===== config.mk =====
export PLATFORM = sky130hd
export DESIGN_NAME = wrom_arbiter
export DESIGN_NICKNAME = d
export VERILOG_FILES = /design/src/rtl/wrom_arbiter.sv
export SDC_FILE = /design/constraint.sdc
export NUM_CORES = 1
export LEC_CHECK = 0
export CORE_ASPECT_RATIO = 0.75
export CORE_MARGIN = 3
export CORE_UTILIZATION = 28
export CTS_BUF_LIST = sky130_fd_sc_hd__clkbuf_16
export CTS_CLUSTER_DIAMETER = 120
export DETAILED_ROUTE_END_ITERATION = 12
export DONT_BUFFER_PORTS = 1
export SYNTH_ARGS = -nofsm -noshare
export SYNTH_HDL_FRONTEND = slang
export SYNTH_SLANG_ARGS = --single-unit

===== constraint.sdc =====
create_clock -name i_clk -period 3.49 [get_ports i_clk]
set_input_delay 0.698 -clock i_clk [delete_from_list [all_inputs] [get_ports i_clk]]
set_output_delay 0.698 -clock i_clk [all_outputs]
set_load 0.01 [all_outputs]

===== src/rtl/wrom_arbiter.sv =====
// Round-robin arbiter sharing one weight/bias ROM address port between NREQ requesters.
// Latency: combinational grant; data returns ROM_LATENCY+2 cycles after the grant cycle.
// Backpressure: a requester holds req until granted; one read is issued per cycle.
module wrom_arbiter #(
   parameter int NREQ        = 4,
   parameter int AW          = 6,
   parameter int DW          = 32,
   parameter int ROM_LATENCY = 1
) (
   input  logic               i_clk,
   input  logic               i_rst_n,
   input  logic [NREQ-1:0]    i_req,
   input  logic [NREQ-1:0]    i_lock,
   input  logic [NREQ*AW-1:0] i_addr,
   output logic [NREQ-1:0]    o_gnt,
   output logic [NREQ-1:0]    o_rd_valid,
   output logic [DW-1:0]      o_rd_data,
   output logic               o_busy,
   output logic [AW-1:0]      o_rom_addr,
   input  logic [DW-1:0]      i_rom_data
);

   localparam int IW   = (NREQ > 1) ? $clog2(NREQ) : 1;
   // One stage covers the rom_addr register, ROM_LATENCY more cover the ROM itself.
   localparam int NSTG = ROM_LATENCY + 1;

   // Arbitration state
   logic [IW-1:0]   r_ptr;
   logic            r_lock_vld;
   logic [IW-1:0]   r_lock_idx;

   // Datapath and return state
   logic [AW-1:0]   r_rom_addr;
   logic [NREQ-1:0] r_tag [NSTG];
   logic [NREQ-1:0] r_rd_valid;
   logic [DW-1:0]   r_rd_data;
   logic            r_busy;

   // Combinational arbitration results
   logic [NREQ-1:0] w_gnt;
   logic [IW-1:0]   w_win;
   logic            w_any;
   logic            w_lock_hit;
   logic [IW-1:0]   w_ptr_nxt;
   logic            w_tags_busy;

   // Index base+off reduced modulo NREQ (off is always below NREQ).
   function automatic logic [IW-1:0] wrap_idx(input logic [IW-1:0] base, input int off);
      int s;
      s = int'(base) + off;
      if (s >= NREQ) begin
         s = s - NREQ;
      end
      return IW'(s);
   endfunction

   // Lock owner keeps the port while it requests; otherwise rotate from the pointer.
   always_comb begin
      w_gnt      = '0;
      w_win      = '0;
      w_any      = 1'b0;
      w_lock_hit = r_lock_vld && i_req[r_lock_idx];
      if (w_lock_hit) begin
         w_gnt[r_lock_idx] = 1'b1;
         w_win             = r_lock_idx;
         w_any             = 1'b1;
      end else begin
         for (int k = 0; k < NREQ; k++) begin
            if (!w_any && i_req[wrap_idx(r_ptr, k)]) begin
               w_any                      = 1'b1;
               w_win                      = wrap_idx(r_ptr, k);
               w_gnt[wrap_idx(r_ptr, k)]  = 1'b1;
            end
         end
      end
   end

   // Next pointer sits just past the winner, wrapping from NREQ-1 to 0.
   always_comb begin
      w_ptr_nxt = wrap_idx(w_win, 1);
   end

   // Busy looks at the tag pipeline as it will be after the coming edge.
   always_comb begin
      w_tags_busy = |w_gnt;
      for (int s = 0; s < NSTG - 1; s++) begin
         w_tags_busy = w_tags_busy | (|r_tag[s]);
      end
   end

   // Pointer advances on normal grants, stays put while a locked burst continues.
   always_ff @(posedge i_clk or negedge i_rst_n) begin
      if (!i_rst_n) begin
         r_ptr      <= '0;
         r_lock_vld <= 1'b0;
         r_lock_idx <= '0;
      end else if (w_any) begin
         if (!w_lock_hit) begin
            r_ptr <= w_ptr_nxt;
         end
         r_lock_vld <= i_lock[w_win];
         r_lock_idx <= w_win;
      end else begin
         // No grant means the owner, if any, dropped its request.
         r_lock_vld <= 1'b0;
      end
   end

   // Winner's address goes to the ROM; the port holds its value when idle.
   always_ff @(posedge i_clk or negedge i_rst_n) begin
      if (!i_rst_n) begin
         r_rom_addr <= '0;
      end else if (w_any) begin
         r_rom_addr <= i_addr[w_win*AW +: AW];
      end
   end

   // One-hot requester tags travel alongside the ROM read to steer the returned word.
   always_ff @(posedge i_clk or negedge i_rst_n) begin
      if (!i_rst_n) begin
         for (int s = 0; s < NSTG; s++) begin
            r_tag[s] <= '0;
         end
      end else begin
         r_tag[0] <= w_gnt;
         for (int s = 1; s < NSTG; s++) begin
            r_tag[s] <= r_tag[s-1];
         end
      end
   end

   // Capture ROM data when the matching tag reaches the end of the pipeline.
   always_ff @(posedge i_clk or negedge i_rst_n) begin
      if (!i_rst_n) begin
         r_rd_valid <= '0;
         r_rd_data  <= '0;
         r_busy     <= 1'b0;
      end else begin
         r_busy <= w_tags_busy;
         if (|r_tag[NSTG-1]) begin
            r_rd_valid <= r_tag[NSTG-1];
            r_rd_data  <= i_rom_data;
         end else begin
            r_rd_valid <= '0;
         end
      end
   end

   assign o_gnt      = w_gnt;
   assign o_rd_valid = r_rd_valid;
   assign o_rd_data  = r_rd_data;
   assign o_busy     = r_busy;
   assign o_rom_addr = r_rom_addr;

   // Grant is at most one-hot and only ever goes to an active requester.
   a_gnt_onehot : assert property (@(posedge i_clk) disable iff (!i_rst_n) $onehot0(w_gnt));
   a_gnt_req    : assert property (@(posedge i_clk) disable iff (!i_rst_n) (w_gnt & ~i_req) == '0);

endmodule


# Yosys cells after proc, flatten, opt, wreduce, memory -nomap -nowiden
# Cells that the tools add are included.
# word_totals
register_bits	56
inputBits	66
out_inout_bits	47
word_cells	123
# op_classes
n_addsub	9
mul	1
magnitude_cmp	20
shift	1
mux	62
n_bitwise	5
n_reduce_logical	16
# op_table
op	count
2-bit 2-to-1 mux	22
4-bit 2-to-1 mux	9
2-bit by 3-bit < comparator with 1-bit output (second input constant)	10
24-bit by 6-bit indexed part select with 6-bit output	1
1-bit 2-to-1 mux	20
1-bit binary-select mux with 2-bit select	6
3-bit greater-or-equal comparator (second input constant)	4
4-bit bitwise OR	3
4-bit OR reduction	3
1-bit demux with 2-bit select	5
2-bit by 1-bit greater-or-equal comparator with 1-bit output (second input constant)	5
2-bit by 1-bit subtractor with 2-bit output (second input constant)	5
1-bit logical AND	9
2-bit by 1-bit adder with 3-bit output (second input constant)	2
2-bit by 2-bit adder with 3-bit output (second input constant)	2
2-bit by 2-bit multiplier with 4-bit output (second input constant)	1
2-bit by 3-bit greater-or-equal comparator with 1-bit output (second input constant)	1
1-bit zero test	3
2-bit AND reduction	1
1-bit inverter	1
1-bit bitwise OR	1

# Depth between registers and ports, before layout
# Gate-level depths: netlist of run 1.
# depth
word_depth	29
depth_mapped	11
depth_no_buf	8

# Worst setup path after synthesis of run 1
# Ideal clock, no wire load.
# synth_path
path_type	flip-flop to output port
startpoint	register r_ptr[1]
endpoint	output port o_gnt[0]
t_arrival_ns	2.324
t_required_ns	2.792
path_slack_ns	0.468
stages_incl_launch_ff	10
path_buffers	2
path_cell_list	dfrtp_1 buf_2 inv_1 ha_1 buf_2 mux4_2 nor2b_1 a221o_1 a21oi_1 o32ai_1
# synth_between
elab_chain_len	19
word_cells_on_any_way	78
cone_classes	add/sub (7); order compare (12); mux (46); bitwise (3); reduce/logical (10)
# synth_lines
element	line	text
start: declaration	28	logic [IW-1:0] r_ptr;
start signal: assignment	99	r_ptr <= w_ptr_nxt;
parallel branches: the longest is 17 deep, another holds 2-bit by 1-bit adder with 3-bit output	n/a	
4-bit 2-to-1 mux (*)	69	if (!w_any && i_req[wrap_idx(r_ptr, k)]) begin
4-bit 2-to-1 mux (*)	63	if (w_lock_hit) begin
end: declaration	15	output logic [NREQ-1:0] o_gnt,
# Every way passes the cells marked *. The select of a mux whose other input is x is not followed.

# Final worst setup path of run 1
# layout_path
startpoint	register r_ptr[0]
endpoint	output port o_gnt[1]
# Same word-level chain as after synthesis.

==> results.yml, run 1 <==
status:
  status: "finished, final reports clean"
clocking:
  cts_made_buffers: 5
  htree_levels: 2
  clk-insertion-delay-late_ns: 0.29
  cts_tree: "yes"
  clock-root-buffer: "clkbuf_16"
  path_clk_slew_ns: 0.08
  cts_max_path_buffers: 2
  clock-sinks: 56
  post-cts-setup-buffers: 0
  cts.repair.resized: 0
  cts_hold_buf: 0
logic_synthesis:
  synth_top_area_share_pct: 50.5
  synth_edf_count: 0
  synth_xor_area_share_pct: 0.316
  ys_warn_count: 0
  ys_seq_area_share_pct: 50.5
  synth_top_family_by_area: "multiplexers"
  ys_types: 40
  synth_fp_nets: 293
  synthSimpleGateAreaFrac_pct: 8.57
  yosysTopAreaCell: "dfrtp_1"
  netlist_instances: 221
  syn_area_um2: 2770
  avgSynthCellArea_um2: 12.6
  ys_top_cells_by_area: "dfrtp_1 51%, mux2_2 15%, mux2i_1 6.1%"
  synth-async-reset-ratio_pct: 100
  muxShareOfSynthArea_pct: 23.7
  synth_compound_area_share_pct: 10.7
  ys_seq_elements: 56
  synth-adder-area-share_pct: 2.71
  synthFlopType: "dfrtp_1"
final_layout:
  drive_above_1_share_pct: 26.0
  syn2layout_area_growth_pct: 9.92
  final_cell_mix: "56 x dfrtp_1, 36 x mux2_2, 17 x mux2i_1"
  n_antenna_cell: 0
  layout_commonest_cell: "dfrtp_1"
  nets: 290
  final_util_pct: 32.6
worst_hold_path:
  hold_path.class: "input port to asynchronous set/reset pin"
pwr:
  power.clock.fraction_pct: 15.8
  combPwrFrac_pct: 46.0
  vdd.ir_drop.worst_uv: 376
  power_leakage_nw: 1.27
  power_frac_seq_pct: 38.2
  intPower_w: 0.00194
  p_sw_w: 0.00133
  powerDensity_nw_per_um2: 1070
  p_sw_share_pct: 40.6
worst_setup_path:
  critPathBufInv: 2
  crit_required_ns: 2.79
  cp_max_fo: 8
  path_cells: "inv_1 -> ha_1 -> mux4_2 -> nor2b_1 -> a221o_1 -> a21oi_1 -> o32ai_1 -> buf_4"
  critPathMaxStageDelay_ns: 0.45
  path_delay_family: "compound AO/OA/AOI/OAI gates"
  slowest_stage: "ha_1"
  worstRegToRegCells: 9
  cp-end-kind: "primary output"
  crit_cells: 8
  path_class: "flop to primary output"
  worst_ep_arrival_time_ns: 2.65
  cp-start-kind: "flop"
global_routing:
  grt_pass1_wl_um: 9580
  grt.total_usage_pct: 11.0
  grt_overflow_total: 0
  antenna_found_initial: 0
  grt_pass1_vias: 1810
  grt_max_degree: 57
sta:
  fmax_mhz: 299
  setup_viol: 0
  timing.slew.headroom_pct: 52.0
  setup-tns-final_ns: 0
  fin_worst_skew_ns: 0.00716
  period_minus_slack_ns: 3.35
  slew_violations: 0
  fin_crit_sh_pct: 95.9
  rsz0062_at_grt: "no"
  worst_pin_slew_ns: 0.700
  hold_viol_final: 0
floorplan:
  start_util_pct: 29.7
  die_area_um2: 11100
  io_pins: 113
  core_region_area_um2: 9350
  die_h_um: 92.2
  core.rowCount: 30
  die_w_um: 121
detailed_routing:
  viasPerCell: 5.26
  antenna_left: 0
  avgRoutedWirePerCell_um: 17.6
  firstDrtPassIters: 4
  drc_errors: 0
  via_count: 1825
  wirelength_um: 6090
  drtIter0Drc: 123
place:
  hpwl_um: 4630
  place_congestion: 0.823
  io_buffers: 0
job:
  maxCapViolations: 0
-- layout make-up --
type | count | area [um2]
well taps | 128 | 160
fillers | 933 | 6300
flip-flops and latches | 56 | 1400
inverters | 4 | 15.0
clock inverters | 3 | 27.5
multi-input cells | 146 | 1280
clock buffers | 5 | 125
repair buffers | 5 | 37.5
-- logic make-up after synthesis --
family / after synthesis
mux: 57
buf+inv: 19
fa+ha+maj: 6
xor+xnor: 1
simple gates: 42
flops: 56
compound gates: 40
-- worst reg2reg max path: stages, from the launching register on --
cell	delay [ns]
dfrtp_1	0.35
inv_1	0.08
ha_1	0.45
mux4_2	0.44
nor2b_1	0.32
a221o_1	0.22
a21oi_1	0.05
o32ai_1	0.26
buf_4	0.19
nand4bb_1	0.16
-- registers in the layout (all words and copies together), names as in the netlist --
name,cells
o_rd_data,32
r_tag,8
o_busy,1
o_rd_valid,4
r_lock_vld,1
r_ptr,2
r_lock_idx,2
o_rom_addr,6
-- cells in the mapped netlist, types with 2 or more instances --
cell / instances
a21oi_1: 5
a221o_1: 4
a221oi_1: 6
a22oi_1: 2
and2_1: 3
and3b_1: 2
buf_2: 5
buf_4: 2
clkbuf_1: 7
dfrtp_1: 56
ha_1: 6
inv_1: 4
mux2_2: 36
mux2i_1: 17
mux4_2: 3
nand2_1: 7
nand2b_1: 2
nand4_1: 2
nor2_1: 9
nor2b_1: 4
nor3_1: 5
nor3b_1: 2
nor4_1: 3
o211a_1: 2
o211ai_1: 3
o21ai_0: 9
o32ai_1: 2
-- per-layer routing --
layer  global-route usage (%)  routed length, um  vias to the layer above
met4                     2.92                 39                        0
met3                     4.69                747                        5
met1                     15.5               2650                      901
met2                     15.2               2650                      109
li1                         -                  -                      810
met5                        0                  0                        -
-- metrics by stage --
| step | instance area (um2) | instances | setup slack [ns] | power [W] | hold WS [ns] |
|---|---|---|---|---|---|
| after floorplan | 2770 | 221 | 0.468 | 0.00246 | 0.354 |
| after global placement | 2900 | 339 | 0.658 | 0.00274 | 0.368 |
| after detailed placement | 2900 | 339 | 0.543 | 0.00277 | 0.370 |
| after CTS | 3050 | 347 | 0.201 | 0.00331 | 0.0757 |
| after global routing | 3050 | 347 | 0.0264 | 0.00351 | 0.0635 |
| final | 3050 | 347 | 0.142 | 0.00327 | 0.0887 |
-- power groups by stage --
stage / clock, W / sequential, W / combinational (W)
floorplan: 0 / 0.00121 / 0.00125
global placement: 0 / 0.00127 / 0.00148
detailed placement: 0 / 0.00127 / 0.00151
CTS: 0.000541 / 0.00126 / 0.00151
global route: 0.000575 / 0.00129 / 0.00165
finish: 0.000515 / 0.00125 / 0.00150
-- path summary, 6_finish.rpt --
path	start	slack, ns	end
worst max-delay path	r_ptr[0]	0.14	o_gnt[1]
worst min-delay path	i_rst_n	0.09	o_rd_valid[1]
worst max register to register	r_ptr[0]	0.90	o_busy
worst min register to register	r_tag[6]	0.39	r_tag[2]
max in group asynchronous	i_rst_n	3.29	r_lock_vld
min in group i_clk	r_tag[6]	0.39	r_tag[2]
(Power assumes the default switching activity.)
==> run 2, diff against run 1 <==
- ABC_CLOCK_PERIOD_IN_PS: not set -> 3490
- CORE_MARGIN: 3 -> not set
==> run 2 against run 1 <==
Power up 0.65%. Sequential cell count unchanged. Clock power is essentially flat. Die area fell by 7.5%. Global-route usage is 0.52 points higher. Clock skew increased by 0.0020 ns. Maximum frequency is 3.0% higher. Setup slack improved by 0.096 ns.
==> results.yml, run 2 (synthesized netlist as in run 1, its figures left out) <==
place:
  place_congestion: 0.848
  io_buffers: 0
  preCtsSetupSlack_ns: 0.498
  dp_cells: 343
  hpwl_um: 4460
final_layout:
  syn2layout_area_growth_pct: 10.2
  layoutNonFillerInstCount: 351
  layout_commonest_cell: "dfrtp_1"
  nets: 290
  drive_above_1_share_pct: 26.5
  final_cell_mix: "56 x dfrtp_1, 36 x mux2_2, 17 x mux2i_1"
  multi_input_area_um2: 1280
  area.sequential_um2: 1400
  fill_cells: 977
  n_antenna_cell: 0
  largest_reg_flops: 32
floorplan:
  start_util_pct: 28.7
  die_w_um: 117
  core_region_area_um2: 9660
  die_h_um: 88.2
  io_pins: 113
  die_area_um2: 10300
  core.rowCount: 31
worst_setup_path:
  ff2ff_setup_slack_ns: 0.83
  critPathBufInv: 2
  cp_max_fo: 8
  path_cells: "inv_1 -> ha_1 -> mux4_2 -> nor2b_2 -> a221o_1 -> a21oi_1 -> o32ai_1 -> buf_4"
  cp-end-kind: "primary output"
  slowest_stage: "ha_1"
  crit_required_ns: 2.79
  worst_ep_arrival_time_ns: 2.55
  path_delay_family: "compound AO/OA/AOI/OAI gates"
  crit_cells: 8
  critPathMaxStageDelay_ns: 0.46
  path_class: "flop to primary output"
  cp-start-kind: "flop"
  worstRegToRegCells: 8
sta:
  worst_pin_slew_ns: 0.729
  fin_worst_skew_ns: 0.00920
  setup-tns-final_ns: 0
  rsz0062_at_grt: "no"
  fmax_mhz: 307
  period_minus_slack_ns: 3.25
  timing.slew.headroom_pct: 50.0
  hold_viol_final: 0
  slew_violations: 0
  setup_viol: 0
  setup_slack_ns: 0.238
  fin_crit_sh_pct: 93.2
pwr:
  powerDensity_nw_per_um2: 1080
  vdd.ir_drop.worst_uv: 316
  power_leakage_nw: 1.27
detailed_routing:
  antenna_left: 0
  drc_errors: 0
  firstDrtPassIters: 4
  wirelength_um: 5920
  via_count: 1782
  avgRoutedWirePerCell_um: 16.9
  viasPerCell: 5.08
  drtIter0Drc: 125
global_routing:
  grt_pass1_wl_um: 8800
  antenna_found_initial: 0
  gr-usage-met2_pct: 17.2
  grt_max_degree: 57
  busiest_layer: "met2"
  grt.total_usage_pct: 11.5
  grtUsageMet1_pct: 15.7
  grt_pass1_vias: 1675
  grt_overflow_total: 0
  grt_util_met3_pct: 4.15
clocking:
  htree_levels: 2
  cts_max_path_buffers: 2
  clk-insertion-delay-late_ns: 0.29
  path_clk_slew_ns: 0.08
  cts_hold_buf: 0
  cts_tree: "yes"
  clock-root-buffer: "clkbuf_16"
  clock-sinks: 56
  cts_made_buffers: 5
  post-cts-setup-buffers: 0
job:
  maxCapViolations: 0
worst_hold_path:
  hold_path.class: "input port to asynchronous set/reset pin"
status:
  status: "finished, final reports clean"
[run 2: changes by cell type in the layout (fill, tap and decap cells not counted)]
cell     previous run  this run
nor2b_1             4         3
nor2b_2             0         1
[run 2: worst register-to-register path: stages, from the launching register on]
cell and delay, ns:
dfrtp_1 0.35, inv_1 0.08, ha_1 0.46, mux2_2 0.39, a21oi_1 0.15, nand4_1 0.22
nand2_4 0.31, mux2_2 0.38, o211a_1 0.20
[run 2: stage by stage]
stage | util, % | area [um2] | hold slack [ns] | total power, W
finish | 31.6 | 3060 | 0.0890 | 0.00329
global route | 31.6 | 3060 | 0.0682 | 0.00354
CTS | 31.6 | 3050 | 0.0772 | 0.00332
detailed placement | 30.0 | 2900 | 0.368 | 0.00279
global placement | 30.0 | 2900 | 0.366 | 0.00276
floorplan | - | 2770 | 0.354 | 0.00246
[run 2: path summary, 6_finish.rpt]
check                          from             to
setup reg to reg           r_ptr[0]     r_lock_vld
hold reg to reg            r_tag[6]       r_tag[2]
hold / removal              i_rst_n         o_busy
max in group asynchronous   i_rst_n  o_rd_data[21]
min in group i_clk         r_tag[6]       r_tag[2]
setup / recovery           r_ptr[0]       o_gnt[1]
[run 2: metal layers]
metal | part of all wire [%] | wire length (um)
met4 | 1.1 | 66
met1 | 44 | 2580
met2 | 46 | 2700
met3 | 9.6 | 571
met5 | 0 | 0
[run 2: layout make-up]
type	instances	share of cell area, %
clock buffer	5	4.09
clock inverter	3	0.901
inverter	4	0.491
multi-input combinational	146	42.0
sequential	56	45.8
tap	132	5.40
timing repair buffer	5	1.23
[run 2: what timing repair did]
item / in CTS / in global routing
gates resized for setup: 0 / 1
endpoints found under the hold margin: 0 / 0
setup endpoints to repair: 0 / 2
[run 2: report_power, final]
group | total, W | switching, W | internal [W]
logic | 0.00153 | 0.000809 | 0.000722
registers | 0.00125 | 0.000297 | 0.000951
clock network | 0.000512 | 0.000239 | 0.000273
